[config.mk]
export PLATFORM = sky130hd
export DESIGN_NAME = led_pulse_scheduler_flat
export DESIGN_NICKNAME = d
export VERILOG_FILES = /design/src/rtl/led_sched_pkg.sv /design/src/rtl/led_pulse_scheduler_if.sv /design/src/rtl/rr_pick.sv /design/src/rtl/led_pulse_scheduler.sv /design/src/flat_wrapper.sv
export SDC_FILE = /design/constraint.sdc
export NUM_CORES = 1
export LEC_CHECK = 0
export BUFFER_PORTS_ARGS = -buffer_cell sky130_fd_sc_hd__buf_2
export CORE_MARGIN = 1
export CORE_UTILIZATION = 57
export CTS_CLUSTER_DIAMETER = 30
export DETAILED_ROUTE_END_ITERATION = 16
export PLACE_DENSITY_LB_ADDON = 0.2
export SLEW_MARGIN = 20
export SYNTH_ARGS = -nofsm -noshare
export SYNTH_HDL_FRONTEND = slang
export SYNTH_HIERARCHICAL = 1
export SYNTH_SLANG_ARGS = --single-unit
[constraint.sdc]
create_clock -name clk -period 2.54 [get_ports clk]
set_input_delay 0.635 -clock clk [delete_from_list [all_inputs] [get_ports clk]]
set_output_delay 0.635 -clock clk [all_outputs]
set_load 0.03 [all_outputs]
[src/rtl/led_sched_pkg.sv]
// Shared types and defaults for the LED pulse scheduler.
// Holds the FSM state encoding, default timing constants and the id width helper.
package led_sched_pkg;

    typedef enum logic [1:0] {
        IDLE  = 2'd0,
        PULSE = 2'd1,
        GAP   = 2'd2
    } sched_state_e;

    localparam int DEF_NUM_REQ   = 4;
    localparam int DEF_PULSE_LEN = 16;
    localparam int DEF_GAP_LEN   = 4;
    localparam int DEF_CNT_W     = 8;

    // Width of a source index; never narrower than one bit.
    function automatic int id_w(input int n);
        return (n < 2) ? 1 : $clog2(n);
    endfunction

endpackage

[src/rtl/led_pulse_scheduler_if.sv]
// Event/indicator bundle between the event sources, the scheduler and the LED driver.
// With LED_SCHED_OVERFLOW_EN defined it also carries ovf_clear and overflow.
interface led_pulse_scheduler_if #(
    parameter int NUM_REQ = led_sched_pkg::DEF_NUM_REQ
);
    localparam int ID_W = led_sched_pkg::id_w(NUM_REQ);

    logic               enable;
    logic [NUM_REQ-1:0] event_in;
    logic               pulse_out;
    logic [ID_W-1:0]    active_id;
    logic               busy;
    logic [NUM_REQ-1:0] pending;
`ifdef LED_SCHED_OVERFLOW_EN
    logic               ovf_clear;
    logic [NUM_REQ-1:0] overflow;

    modport master (
        output enable, event_in, ovf_clear,
        input  pulse_out, active_id, busy, pending, overflow
    );
    modport slave (
        input  enable, event_in, ovf_clear,
        output pulse_out, active_id, busy, pending, overflow
    );
`else
    modport master (
        output enable, event_in,
        input  pulse_out, active_id, busy, pending
    );
    modport slave (
        input  enable, event_in,
        output pulse_out, active_id, busy, pending
    );
`endif

endinterface

[src/rtl/rr_pick.sv]
// Combinational round-robin finder: first set request at or above ptr, wrapping.
// ptr is expected to be below N.
module rr_pick #(
    parameter int N   = 4,
    parameter int IDW = 2
) (
    input  logic [N-1:0]   req,
    input  logic [IDW-1:0] ptr,
    output logic           found,
    output logic [IDW-1:0] winner
);

    logic [N-1:0] rot;
    int           pos;
    int           w;

    always_comb begin
        // Rotate so that bit 0 of rot is the request at ptr.
        rot = N'({req, req} >> ptr);
        pos = 0;
        for (int k = N - 1; k >= 0; k--) begin
            if (rot[k]) begin
                pos = k;
            end
        end
        w = int'(ptr) + pos;
        if (w >= N) begin
            w = w - N;
        end
        found  = |req;
        winner = IDW'(w);
    end

endmodule

[src/rtl/led_pulse_scheduler.sv]
// Shares one activity LED between NUM_REQ event sources: round-robin pulse + off-gap.
// Optional sticky overflow flags are built when LED_SCHED_OVERFLOW_EN is defined.
//
//   state | meaning
//   IDLE  | LED off, grants whenever enabled and something is pending
//   PULSE | LED on for PULSE_LEN cycles showing active_id
//   GAP   | LED forced off for GAP_LEN cycles before the next grant
module led_pulse_scheduler
    import led_sched_pkg::*;
#(
    parameter int NUM_REQ   = DEF_NUM_REQ,
    parameter int PULSE_LEN = DEF_PULSE_LEN,
    parameter int GAP_LEN   = DEF_GAP_LEN,
    parameter int CNT_W     = DEF_CNT_W
) (
    input  logic                 clk,
    input  logic                 reset,
    led_pulse_scheduler_if.slave bus
);

    localparam int               ID_W       = id_w(NUM_REQ);
    localparam bit               HAS_GAP    = (GAP_LEN > 0);
    localparam logic [CNT_W-1:0] PULSE_LAST = CNT_W'(PULSE_LEN - 1);
    localparam logic [CNT_W-1:0] GAP_LAST   = CNT_W'(HAS_GAP ? GAP_LEN - 1 : 0);

    sched_state_e       state_q, state_d;
    logic [CNT_W-1:0]   cnt_q, cnt_d;
    logic [NUM_REQ-1:0] pending_q, pending_d;
    logic [ID_W-1:0]    rr_ptr_q, rr_ptr_d;
    logic [ID_W-1:0]    active_id_q, active_id_d;
    logic               pulse_q, pulse_d;
    logic               busy_q, busy_d;

    logic               found;
    logic [ID_W-1:0]    winner;
    logic               last_pulse;
    logic               last_gap;
    logic               arb_cycle;
    logic               grant;
    logic [NUM_REQ-1:0] grant_mask;

    rr_pick #(
        .N   (NUM_REQ),
        .IDW (ID_W)
    ) u_rr_pick (
        .req    (pending_q),
        .ptr    (rr_ptr_q),
        .found  (found),
        .winner (winner)
    );

    always_comb begin
        last_pulse = (state_q == PULSE) && (cnt_q == PULSE_LAST);
        last_gap   = HAS_GAP && (state_q == GAP) && (cnt_q == GAP_LAST);
        // Without a gap the final pulse cycle doubles as the arbitration cycle.
        arb_cycle  = (state_q == IDLE) || last_gap || (last_pulse && !HAS_GAP);
        grant      = arb_cycle && bus.enable && found;
        for (int i = 0; i < NUM_REQ; i++) begin
            grant_mask[i] = grant && (winner == ID_W'(i));
        end
    end

    always_comb begin
        state_d = state_q;
        cnt_d   = cnt_q;
        unique case (state_q)
            IDLE: begin
                if (grant) begin
                    state_d = PULSE;
                    cnt_d   = '0;
                end
            end
            PULSE: begin
                if (!last_pulse) begin
                    cnt_d = cnt_q + CNT_W'(1);
                end else if (HAS_GAP) begin
                    state_d = GAP;
                    cnt_d   = '0;
                end else begin
                    state_d = grant ? PULSE : IDLE;
                    cnt_d   = '0;
                end
            end
            GAP: begin
                if (!last_gap) begin
                    cnt_d = cnt_q + CNT_W'(1);
                end else begin
                    state_d = grant ? PULSE : IDLE;
                    cnt_d   = '0;
                end
            end
            default: begin
                state_d = IDLE;
                cnt_d   = '0;
            end
        endcase

        // A same-cycle event re-arms the source that is just being granted.
        pending_d   = (pending_q & ~grant_mask) | bus.event_in;
        rr_ptr_d    = rr_ptr_q;
        active_id_d = active_id_q;
        if (grant) begin
            rr_ptr_d    = (int'(winner) == NUM_REQ - 1) ? '0 : winner + ID_W'(1);
            active_id_d = winner;
        end
        pulse_d = (state_d == PULSE);
        busy_d  = (state_d != IDLE);
    end

    always_ff @(posedge clk or negedge reset) begin
        if (!reset) begin
            state_q     <= IDLE;
            cnt_q       <= '0;
            pending_q   <= '0;
            rr_ptr_q    <= '0;
            active_id_q <= '0;
            pulse_q     <= 1'b0;
            busy_q      <= 1'b0;
        end else begin
            state_q     <= state_d;
            cnt_q       <= cnt_d;
            pending_q   <= pending_d;
            rr_ptr_q    <= rr_ptr_d;
            active_id_q <= active_id_d;
            pulse_q     <= pulse_d;
            busy_q      <= busy_d;
        end
    end

    assign bus.pulse_out = pulse_q;
    assign bus.active_id = active_id_q;
    assign bus.busy      = busy_q;
    assign bus.pending   = pending_q;

`ifdef LED_SCHED_OVERFLOW_EN
    logic [NUM_REQ-1:0] overflow_q, overflow_d;

    always_comb begin
        // A fresh coalesced event wins over a same-cycle clear.
        overflow_d = bus.ovf_clear ? '0 : overflow_q;
        overflow_d = overflow_d | (bus.event_in & pending_q & ~grant_mask);
    end

    always_ff @(posedge clk or negedge reset) begin
        if (!reset) begin
            overflow_q <= '0;
        end else begin
            overflow_q <= overflow_d;
        end
    end

    assign bus.overflow = overflow_q;
`endif

endmodule

[src/flat_wrapper.sv]
// flat-port wrapper written by rule: the top's interface ports become plain ports
module led_pulse_scheduler_flat import led_sched_pkg::*;
#(
    parameter int NUM_REQ   = DEF_NUM_REQ,
    parameter int PULSE_LEN = DEF_PULSE_LEN,
    parameter int GAP_LEN   = DEF_GAP_LEN,
    parameter int CNT_W     = DEF_CNT_W
)
  (clk, reset, bus_enable, bus_event_in, bus_pulse_out, bus_active_id, bus_busy, bus_pending);
  led_pulse_scheduler_if #(.NUM_REQ(NUM_REQ)) bus_i ();
  input  logic clk;
  input  logic reset;
  input wire logic [$bits(bus_i.enable)-1:0] bus_enable;
  input wire logic [$bits(bus_i.event_in)-1:0] bus_event_in;
  output wire logic [$bits(bus_i.pulse_out)-1:0] bus_pulse_out;
  output wire logic [$bits(bus_i.active_id)-1:0] bus_active_id;
  output wire logic [$bits(bus_i.busy)-1:0] bus_busy;
  output wire logic [$bits(bus_i.pending)-1:0] bus_pending;
  assign bus_i.enable = bus_enable;
  assign bus_i.event_in = bus_event_in;
  assign bus_pulse_out = bus_i.pulse_out;
  assign bus_active_id = bus_i.active_id;
  assign bus_busy = bus_i.busy;
  assign bus_pending = bus_i.pending;
  led_pulse_scheduler #(.NUM_REQ(NUM_REQ), .PULSE_LEN(PULSE_LEN), .GAP_LEN(GAP_LEN), .CNT_W(CNT_W)) u_core (.clk(clk), .reset(reset), .bus(bus_i));
endmodule
==> run_results.csv, run 1 <==
group,metric,value,unit
global_routing,grt_start_max_net_pins,21,
yosys,synth_area_leaders,"dfrtp_1 (40%), ha_1 (9.9%), mux2_4 (4.8%)",
clock_tree,clock_sinks,20,
sta,maxSlewViolCount,0,
clock_tree,cts_max_level,1,
yosys,synth_top_area_cell,"dfrtp_1",
global_routing,grt_pass1_wl,4043,um
detailed_routing,ant_nets,0,
placed_design,dp_slack,0.1780,ns
yosys,synth-seq-cells,20,
sta,max_clock_freq,432.4,MHz
yosys,synth_xor_area_share,1.388,%
sta,setup_viol,0,
power,leakagePower,0.0005958,uW
clock_tree,cts_buffers,3,
yosys,synth_cells,126,
placed_design,portBuffers,14,
placed_design,hpwl,1703,um
yosys,synth_ff_type,"dfrtp_1",
yosys,ys_seq_area_share,39.64,%
clock_tree,holdBufCountCts,0,
sta,final.min_clock_period,2.313,ns
yosys,syn-mean-instance-area,10.02,um^2
yosys,synth_compound_area_share,19.52,%
global_routing,grt_usage,21.85,%
floorplanning,coreArea,0.002022,mm^2
clock_tree,tritoncts,"yes",
clock_tree,root_buffer,"clkbuf_4",
power,p_sw_share,19.16,%
floorplanning,die_w,49.06,um
worst_setup_path,startpoint_type,"flop",
placed_design,placed_cells,165,
detailed_routing,drtIter0Drc,34,
clock_tree,clk_pin_slew,0.11,ns
finish,final_cells,169,
sta,rsz0062_at_grt,"false",
worst_setup_path,crit_fanout,9,
run,drv_cap,0,
power,p_int,408.9,uW
floorplanning,initial_core_util,62.44,%
worst_setup_path,cp.arrival,2.49,ns
yosys,synth_mux_area_share,5.550,%
power,switchingPower,96.90,uW
detailed_routing,wl_per_cell,13.73,um
power,p_comb_share,2.4,%
sta,tightest_slew,0.4508,ns
global_routing,antenna_found_initial,0,
global_routing,grt-ovfl-total,0,
power,power-per-cell-area,361.6,mW/mm^2
yosys,netlist_area,0.001262,mm^2
detailed_routing,drt-total-wl,2320,um
detailed_routing,drt_drc_violations_left,0,
worst_setup_path,worstSetupStartpoint,"u_core/bus.pending[0]",
floorplanning,pin_count,15,
power,p_clk_share,34.7,%
detailed_routing,dr.pass1.iters,4,
power,peakVddDrop,0.3110,mV
worst_setup_path,critPathRequiredTime,2.72,ns
yosys,synth_edf_count,0,
sta,hold_violations,0,
worst_setup_path,path_class,"flop to flop",
floorplanning,dieHeight,49.06,um
yosys,synth_fa_ha_area_share,9.911,%
worst_setup_path,critPathCaptureType,"flop",
detailed_routing,vias,970,
yosys,yosysUniqueCellTypes,36,
finish,diodes,0,
hold_path,hp-class,"input pin to async pin",
finish,drive_above_1_share,21.13,%
yosys,synth_top_family_by_area,"simple AND/OR/NAND/NOR gates",
yosys,yosys.area_share.simple,20.71,%
yosys,async_reset_ff_share,100.0,%
yosys,ys_warn_count,6,
sta,relSlewSlack,69.95,%
yosys,synth_nets,143,
placed_design,place_congestion,0.7383,
clock_tree,cts_buffer_depth,2,
finish,area_delta_synth_final,10.80,%
sta,hold_slack,0.2760,ns
power,seqPwrFrac,62.9,%
sta,min_period_over_period,91.05,%
detailed_routing,via_per_inst,5.740,
outcome,run_status,"finished clean",
floorplanning,fp.dieArea,0.002407,mm^2
clock_tree,post_cts_buffers,0,
clock_tree,clkLatencyLatePin,0.29,ns
clock_tree,post_cts_resized,0,
worst_setup_path,rr_startpoint,"u_core/bus.pending[0]",
sta,setup_tns,0,ns
yosys,synth.top_cell.area_share,39.64,%
sta,setup_slack,0.2274,ns
floorplanning,num_rows,16,
finish,nNetsFinal,160,
power,total_power,505.8,uW
sta,skew,0.004214,ns
global_routing,grt_pass1_vias,893,
-- cell usage after synthesis (3+ instances only) --
| cell | count |
|---|---|
| dfrtp_1 | 20 |
| nand2_1 | 14 |
| ha_1 | 10 |
| inv_1 | 8 |
| nand2b_1 | 7 |
| nor2_1 | 7 |
| o21ai_0 | 7 |
| a21o_1 | 4 |
| a21oi_1 | 4 |
| a31oi_1 | 4 |
| and3_1 | 4 |
| mux2_4 | 4 |
| o2bb2ai_1 | 4 |
| nand3_1 | 3 |
| nor3_1 | 3 |
-- path summary, 6_finish.rpt --
check	endpoint	slack, ns	cells past startpoint
worst max-delay path	u_core/rr_ptr_q[1]	0.23	10
worst min-delay path	u_core/bus.pending[3]	0.28	1
worst max register to register	u_core/rr_ptr_q[1]	0.23	10
worst min register to register	u_core/cnt_q[1]	0.52	2
max in group asynchronous	u_core/cnt_q[1]	1.96	1
min in group clk	u_core/cnt_q[1]	0.52	2
-- placed cells by master, fill, tap and decap left out, drive strengths merged, types with 3 or more instances in the layout --
cell type  instances
mux2               4
a21o               4
nand2             15
a31oi              4
nand3              3
o2bb2ai            4
buf               14
clkbuf             4
nand2b             7
nor2               7
dfrtp             20
a21oi              5
ha                10
inv                8
o21ai              7
nor3               3
and3               4
-- power groups by stage --
stage / Combinational [uW] / Sequential (uW) / Clock (uW)
2_1_floorplan: 1.11 / 325 / 0
6_report: 12.0 / 318 / 176
3_5_place_dp: 12.5 / 324 / 0
3_3_place_gp: 12.2 / 324 / 0
4_1_cts: 12.5 / 318 / 182
5_1_grt: 14.2 / 318 / 196
-- routing by layer --
metal | global-route usage [%] | vias to the layer above | wire length, um | share of wire [%]
li1 | - | 490 | - | -
met1 | 29.03 | 462 | 1112 | 48
met2 | 35.84 | 16 | 1134 | 49
met3 | 3.738 | 2 | 58 | 2.5
met4 | 7.353 | 0 | 14 | 0.60
met5 | 0 | - | 0 | 0
-- state kept, by name (all words and copies together), names as in the netlist --
signal	cells
u_core/state_q	2
u_core/cnt_q	8
u_core/rr_ptr_q	2
u_core/bus.busy	1
u_core/bus.active_id	2
u_core/bus.pulse_out	1
u_core/bus.pending	4
-- worst max-delay path: stages, from the launching register on --
cell,delay [ns]
dfrtp_1,0.48
nor2_1,0.17
nor3_1,0.07
a21oi_1,0.15
o211ai_1,0.10
ha_1,0.20
xor2_1,0.16
xnor2_2,0.25
inv_1,0.09
ha_1,0.27
mux2_4,0.25
-- stage by stage --
stage	util [%]	instance area, um^2
floorplan	-	1262
global placement	67.02	1355
detailed placement	67.02	1355
CTS	68.81	1391
global route	69.18	1399
finish	69.18	1399
-- cell type report --
cell class / count / area, um^2
Multi-Input combinational cell: 96 / 728.2
Tap cell: 27 / 33.78
Sequential cell: 20 / 500.5
Fill cell: 159 / 623.1
Timing Repair Buffer: 14 / 70.07
Clock buffer: 4 / 36.28
Inverter: 8 / 30.03
-- kinds of logic (layout without fill, tap and decap cells) --
| kind of cell | Yosys count | in the layout |
|---|---|---|
| AO/OA/AOI/OAI | 33 | 33 |
| XOR/XNOR | 2 | 2 |
| adder cells (fa/ha/maj) | 10 | 10 |
| buffers and inverters | 10 | 26 |
| flip-flops | 20 | 20 |
| multiplexers | 5 | 5 |
| AND/OR/NAND/NOR | 46 | 46 |
No activity file was read; power rests on OpenSTA's default activity.
==> run 2, diff against run 1 <==
==> constraint.sdc (replaced) <==
create_clock -name clk -period 2.54 [get_ports clk]
set_input_delay 0 -clock clk [delete_from_list [all_inputs] [get_ports clk]]
set_output_delay 0 -clock clk [all_outputs]
set_load 0.03 [all_outputs]
==> run 2 against run 1 <==
  * Largest cell class unchanged
  * Critical path depth unchanged
  * First-iteration DRC count is 8.8% lower
  * Design area increased by 3.6%
  * Non-clock buffer count rose by 5
  * Maximum frequency decreased by 0.33%
  * Worst setup slack worse by 0.0077 ns
  * Global-route usage rose by 0.73 points
  * Core utilization grew 2.5 points
==> run_results.csv, run 2 (synthesis results as in run 1) <==
group,metric,value,unit
outcome,run_status,"finished clean",
power,power-per-cell-area,353.4,mW/mm^2
sta,hold_slack,0.1281,ns
floorplanning,die_w,49.06,um
sta,setup_viol,0,
worst_setup_path,crit_fanout,11,
power,peakVddDrop,0.3111,mV
worst_setup_path,rr_startpoint,"u_core/rr_ptr_q[0]",
detailed_routing,via_per_inst,5.759,
worst_setup_path,cp.depth,10,
sta,maxSlewViolCount,0,
worst_setup_path,path_delay_family,"flip-flops",
finish,final_common_cell,"dfrtp_1",
sta,min_period_over_period,91.35,%
placed_design,dp_slack,0.1780,ns
global_routing,grt_start_max_net_pins,21,
placed_design,place_congestion,0.7383,
clock_tree,post_cts_buffers,0,
finish,final_cell_mix,"dfrtp_1 (20), buf_2 (14), nand2_1 (14)",
run,drv_cap,0,
clock_tree,cts_max_level,1,
worst_setup_path,worstSetupStartpoint,"u_core/rr_ptr_q[0]",
finish,drive_above_1_share,20.41,%
clock_tree,cts_buffer_depth,2,
global_routing,grt_pass1_vias,915,
global_routing,grt-ovfl-total,0,
floorplanning,fp.dieArea,0.002407,mm^2
global_routing,antenna_found_initial,0,
sta,relSlewSlack,70.02,%
clock_tree,clock_sinks,20,
clock_tree,tritoncts,"yes",
sta,max_clock_freq,431.0,MHz
clock_tree,clkLatencyLatePin,0.29,ns
finish,nNetsFinal,165,
hold_path,min-delay-start,"bus_enable",
sta,setup_slack,0.2197,ns
floorplanning,num_rows,16,
detailed_routing,dr.pass1.iters,4,
power,leakagePower,0.0006166,uW
worst_setup_path,r2r_cells,10,
sta,setup_tns,0,ns
worst_setup_path,critPathRequiredTime,2.72,ns
placed_design,portBuffers,14,
sta,rsz0062_at_grt,"false",
clock_tree,cts_buffers,3,
detailed_routing,vias,1002,
hold_path,hold_depth,4,
sta,tightest_slew,0.4497,ns
worst_setup_path,path_cells,"nand2_1 > nor2_1 > o21ai_0 > o211ai_1 > ha_1 > xor2_1 > xnor2_2 > inv_1 > ha_1 > mux2_4",
detailed_routing,drt_drc_violations_left,0,
worst_setup_path,path_class,"flop to flop",
clock_tree,root_buffer,"clkbuf_4",
floorplanning,coreArea,0.002022,mm^2
worst_setup_path,cp.arrival,2.50,ns
finish,regMostFlops,"u_core/cnt_q",
worst_setup_path,critPathCaptureType,"flop",
finish,diodes,0,
finish,largest_register_ffs,8,
placed_design,place_area,0.001355,mm^2
finish,design_area,0.001449,mm^2
worst_setup_path,cp_slowest_stage_delay,0.50,ns
floorplanning,dieHeight,49.06,um
worst_setup_path,cpMostUsedCell,"ha_1",
global_routing,grt_pass1_wl,4160,um
detailed_routing,drt-total-wl,2393,um
global_routing,grt_usage,22.58,%
worst_setup_path,startpoint_type,"flop",
detailed_routing,wl_per_cell,13.75,um
sta,skew,0.004380,ns
sta,hold_violations,0,
hold_path,hp-class,"input pin to flop",
worst_setup_path,slowest_stage,"dfrtp_1",
detailed_routing,drtIter0Drc,31,
clock_tree,clk_pin_slew,0.10,ns
detailed_routing,ant_nets,0,
worst_setup_path,critPathBufInv,1,
sta,final.min_clock_period,2.320,ns
floorplanning,pin_count,15,
floorplanning,initial_core_util,62.44,%
placed_design,hpwl,1703,um
finish,area_delta_synth_final,14.77,%
## run 2: metrics by stage
stage / utilization, % / power, uW / std cells
finish: 71.66 / 512.1 / 174
detailed placement: 67.02 / 337.0 / 165
CTS: 71.29 / 518.5 / 174
floorplan: - / 325.6 / 126
global route: 71.66 / 535.1 / 174
global placement: 67.02 / 336.6 / 165
## run 2: final cells by class
class	count	area [um^2]
Fill cell	151	573.1
Timing Repair Buffer	19	120.1
Inverter	8	30.03
Tap cell	27	33.78
Clock buffer	4	36.28
Sequential cell	20	500.5
Multi-Input combinational cell	96	728.2
## run 2: final timing paths
kind                                              end  slack [ns]
worst max-delay path               u_core/rr_ptr_q[1]        0.22
worst min-delay path                  u_core/cnt_q[1]        0.13
worst max register to register     u_core/rr_ptr_q[1]        0.22
worst min register to register        u_core/cnt_q[1]        0.52
max in group asynchronous             u_core/cnt_q[1]        2.06
min in group asynchronous       u_core/bus.pending[3]        0.17
## run 2: layer usage
metal  track usage [%]  up-vias  part of all wire (%)
met5                 0        -                     0
met4             7.353        0                  0.59
met3             3.738        2                   3.5
met2             37.21       27                    50
met1             30.04      472                    46
li1                  -      501                     -
## run 2: worst register-to-register path, cell delays in order, from the launching register on
cell	delay (ns)
dfrtp_1	0.50
nand2_1	0.16
nor2_1	0.05
o21ai_0	0.16
o211ai_1	0.11
ha_1	0.20
xor2_1	0.17
xnor2_2	0.25
inv_1	0.09
ha_1	0.27
mux2_4	0.25
## run 2: power by group
| part | leakage, uW | switching, uW | internal [uW] |
|---|---|---|---|
| logic | 0.000367 | 9.69 | 8.49 |
| registers | 0.000228 | 0.000000000000328 | 318 |
| clock network | 0.0000210 | 88.4 | 87.2 |
## run 2: what timing repair did
action	4_1_cts	5_1_grt
setup endpoints to repair	0	1
hold endpoints to repair	24	0
hold buffers	5	0
gates resized for setup	0	1
==> run 3, diff against run 2 <==
- CTS_BUF_LIST: default -> sky130_fd_sc_hd__clkbuf_8 sky130_fd_sc_hd__clkbuf_16
- GPL_TIMING_DRIVEN: default -> 0
==> run 3 against run 2 <==
  * Critical path depth increased by 1
  * Die area did not move
  * Highest routed layer unchanged
  * Count of clock-buffer cells in the layout stayed put
  * Non-clock buffer count is 4 higher
  * Combinational power decreased by 2%
  * Core utilization increased by 2.2 points
  * Design area is 3.1% higher
  * Cell count up 2.3%
  * Largest cell class unchanged
  * Global-route usage fell by 0.090 points
==> run_results.csv, run 3 (synthesis results as in run 1) <==
group,metric,value,unit
outcome,run_status,"finished clean",
placed_design,hpwl,1875,um
worst_setup_path,cp.arrival,2.57,ns
placed_design,placed_cells,167,
sta,maxSlewViolCount,0,
worst_setup_path,r2r_end,"u_core/rr_ptr_q[1]",
placed_design,place_congestion,0.7661,
power,p_sw_share,19.19,%
finish,final_cell_mix,"dfrtp_1 (20), buf_2 (14), nand2_1 (14)",
clock_tree,cts_buffers,3,
detailed_routing,drtIter0Drc,29,
clock_tree,tritoncts,"yes",
sta,hold_violations,0,
finish,drive_above_1_share,21.85,%
worst_setup_path,path_cells,"buf_4 > nand2_1 > nor2_1 > o21ai_0 > o211ai_1 > ha_1 > xor2_1 > xnor2_2 > inv_1 > ha_1 > mux2_4",
hold_path,hp-class,"input pin to flop",
clock_tree,clkLatencyLatePin,0.25,ns
power,leakagePower,0.0006407,uW
sta,setup_viol,0,
sta,relSlewSlack,67.42,%
finish,regMostFlops,"u_core/cnt_q",
detailed_routing,vias,1009,
global_routing,grt_usage,22.50,%
worst_setup_path,cp_slowest_stage_delay,0.41,ns
finish,area_delta_synth_final,18.33,%
global_routing,grt_pass1_vias,959,
worst_setup_path,rr_startpoint,"u_core/rr_ptr_q[0]",
sta,max_clock_freq,412.1,MHz
finish,largest_register_ffs,8,
power,switchingPower,110.3,uW
detailed_routing,drt-total-wl,2621,um
finish,design_area,0.001494,mm^2
power,p_comb_share,3.1,%
worst_setup_path,crit_fanout,9,
placed_design,portBuffers,14,
finish,final_cells,178,
detailed_routing,ant_nets,0,
power,peakVddDrop,0.4354,mV
finish,nNetsFinal,169,
floorplanning,dieHeight,49.06,um
clock_tree,clk_pin_slew,0.07,ns
floorplanning,die_w,49.06,um
detailed_routing,wl_per_cell,14.72,um
power,power-per-cell-area,384.8,mW/mm^2
floorplanning,pin_count,15,
worst_setup_path,path_delay_family,"adder cells",
detailed_routing,via_per_inst,5.669,
clock_tree,clock_sinks,20,
floorplanning,initial_core_util,62.44,%
worst_setup_path,critPathCaptureType,"flop",
worst_setup_path,critPathBufInv,2,
worst_setup_path,worstSetupStartpoint,"u_core/rr_ptr_q[0]",
worst_setup_path,slowest_stage,"dfrtp_1",
sta,skew,0.003955,ns
worst_setup_path,path_class,"flop to flop",
worst_setup_path,cp-endpoint,"u_core/rr_ptr_q[1]",
worst_setup_path,startpoint_type,"flop",
floorplanning,num_rows,16,
detailed_routing,drt_drc_violations_left,0,
placed_design,place_area,0.001366,mm^2
worst_setup_path,r2r_setup_slack,0.11,ns
detailed_routing,dr.pass1.iters,5,
global_routing,antenna_found_initial,0,
run,drv_cap,0,
sta,final.min_clock_period,2.426,ns
sta,min_period_over_period,95.53,%
clock_tree,root_buffer,"clkbuf_8",
global_routing,grt-ovfl-total,0,
sta,tightest_slew,0.4858,ns
power,total_power,574.8,uW
floorplanning,fp.dieArea,0.002407,mm^2
worst_setup_path,r2r_cells,11,
worst_setup_path,critPathRequiredTime,2.69,ns
worst_setup_path,cp.depth,11,
global_routing,grt_start_max_net_pins,21,
finish,final_common_cell,"dfrtp_1",
global_routing,grt_pass1_wl,4112,um
worst_setup_path,cpMostUsedCell,"ha_1",
power,seqPwrFrac,55.4,%
clock_tree,cts_buffer_depth,2,
finish,diodes,0,
floorplanning,coreArea,0.002022,mm^2
power,p_int,464.5,uW
power,p_clk_share,41.5,%
clock_tree,cts_max_level,1,
run 3: changes by cell type in the layout (fill, tap and decap cells not counted):
cell	before	now
buf_4	0	3
clkbuf_4	3	0
clkbuf_8	1	4
clkbuf_1	0	1
run 3: power groups by stage:
stage	logic [uW]	registers, uW	clock network, uW
2_1_floorplan	1.11	325	0
3_3_place_gp	12.0	324	0
3_5_place_dp	12.5	324	0
4_1_cts	18.4	318	247
5_1_grt	20.9	318	262
6_report	17.8	318	239
run 3: repair_timing:
| item | in CTS | in global routing |
|---|---|---|
| setup buffers | 0 | 2 |
| setup endpoints to repair | 0 | 2 |
| hold endpoints to repair | 24 | 0 |
| gates resized for setup | 0 | 1 |
| hold buffers | 5 | 0 |
run 3: layout make-up:
class,instances,area [um^2]
clock buffer,4,55.05
buffer,2,11.26
sequential,20,500.5
tap,27,33.78
multi-input combinational,96,728.2
inverter,8,30.03
timing repair buffer,21,135.1
fill,153,528.0
run 3: worst min-delay path by stage:
stage                              endpoint  cells past startpoint       start
finish                      u_core/cnt_q[0]                      4  bus_enable
global route                u_core/cnt_q[1]                      4  bus_enable
CTS                         u_core/cnt_q[0]                      4  bus_enable
detailed placement  u_core/bus.active_id[0]                      1       reset
global placement      u_core/bus.pending[1]                      1       reset
floorplan           u_core/bus.active_id[0]                      0       reset
run 3: worst register-to-register path: stages, from the launching register on:
cell,delay (ns)
dfrtp_1,0.41
buf_4,0.18
nand2_1,0.11
nor2_1,0.05
o21ai_0,0.16
o211ai_1,0.12
ha_1,0.22
xor2_1,0.24
xnor2_2,0.18
inv_1,0.10
ha_1,0.29
mux2_4,0.26
run 3: stage by stage:
| stage | hold slack [ns] | util [%] | TNS (ns) | setup slack, ns |
|---|---|---|---|---|
| 2_1_floorplan | -0.2956 | - | 0 | 0.1879 |
| 3_3_place_gp | -0.03454 | 67.57 | 0 | 0.1043 |
| 3_5_place_dp | -0.02811 | 67.57 | 0 | 0.02652 |
| 4_1_cts | 0.1445 | 72.77 | 0 | 0.003130 |
| 5_1_grt | 0.1869 | 73.89 | -0.04992 | -0.04992 |
| 6_report | 0.1555 | 73.89 | 0 | 0.1136 |
run 3: metal layers:
metal	global-route usage (%)	up-vias	routed length (um)
met5	0	-	0
met4	11.27	0	51
met3	2.181	7	89
met2	40.87	26	1386
met1	25.90	474	1094
li1	-	502	-
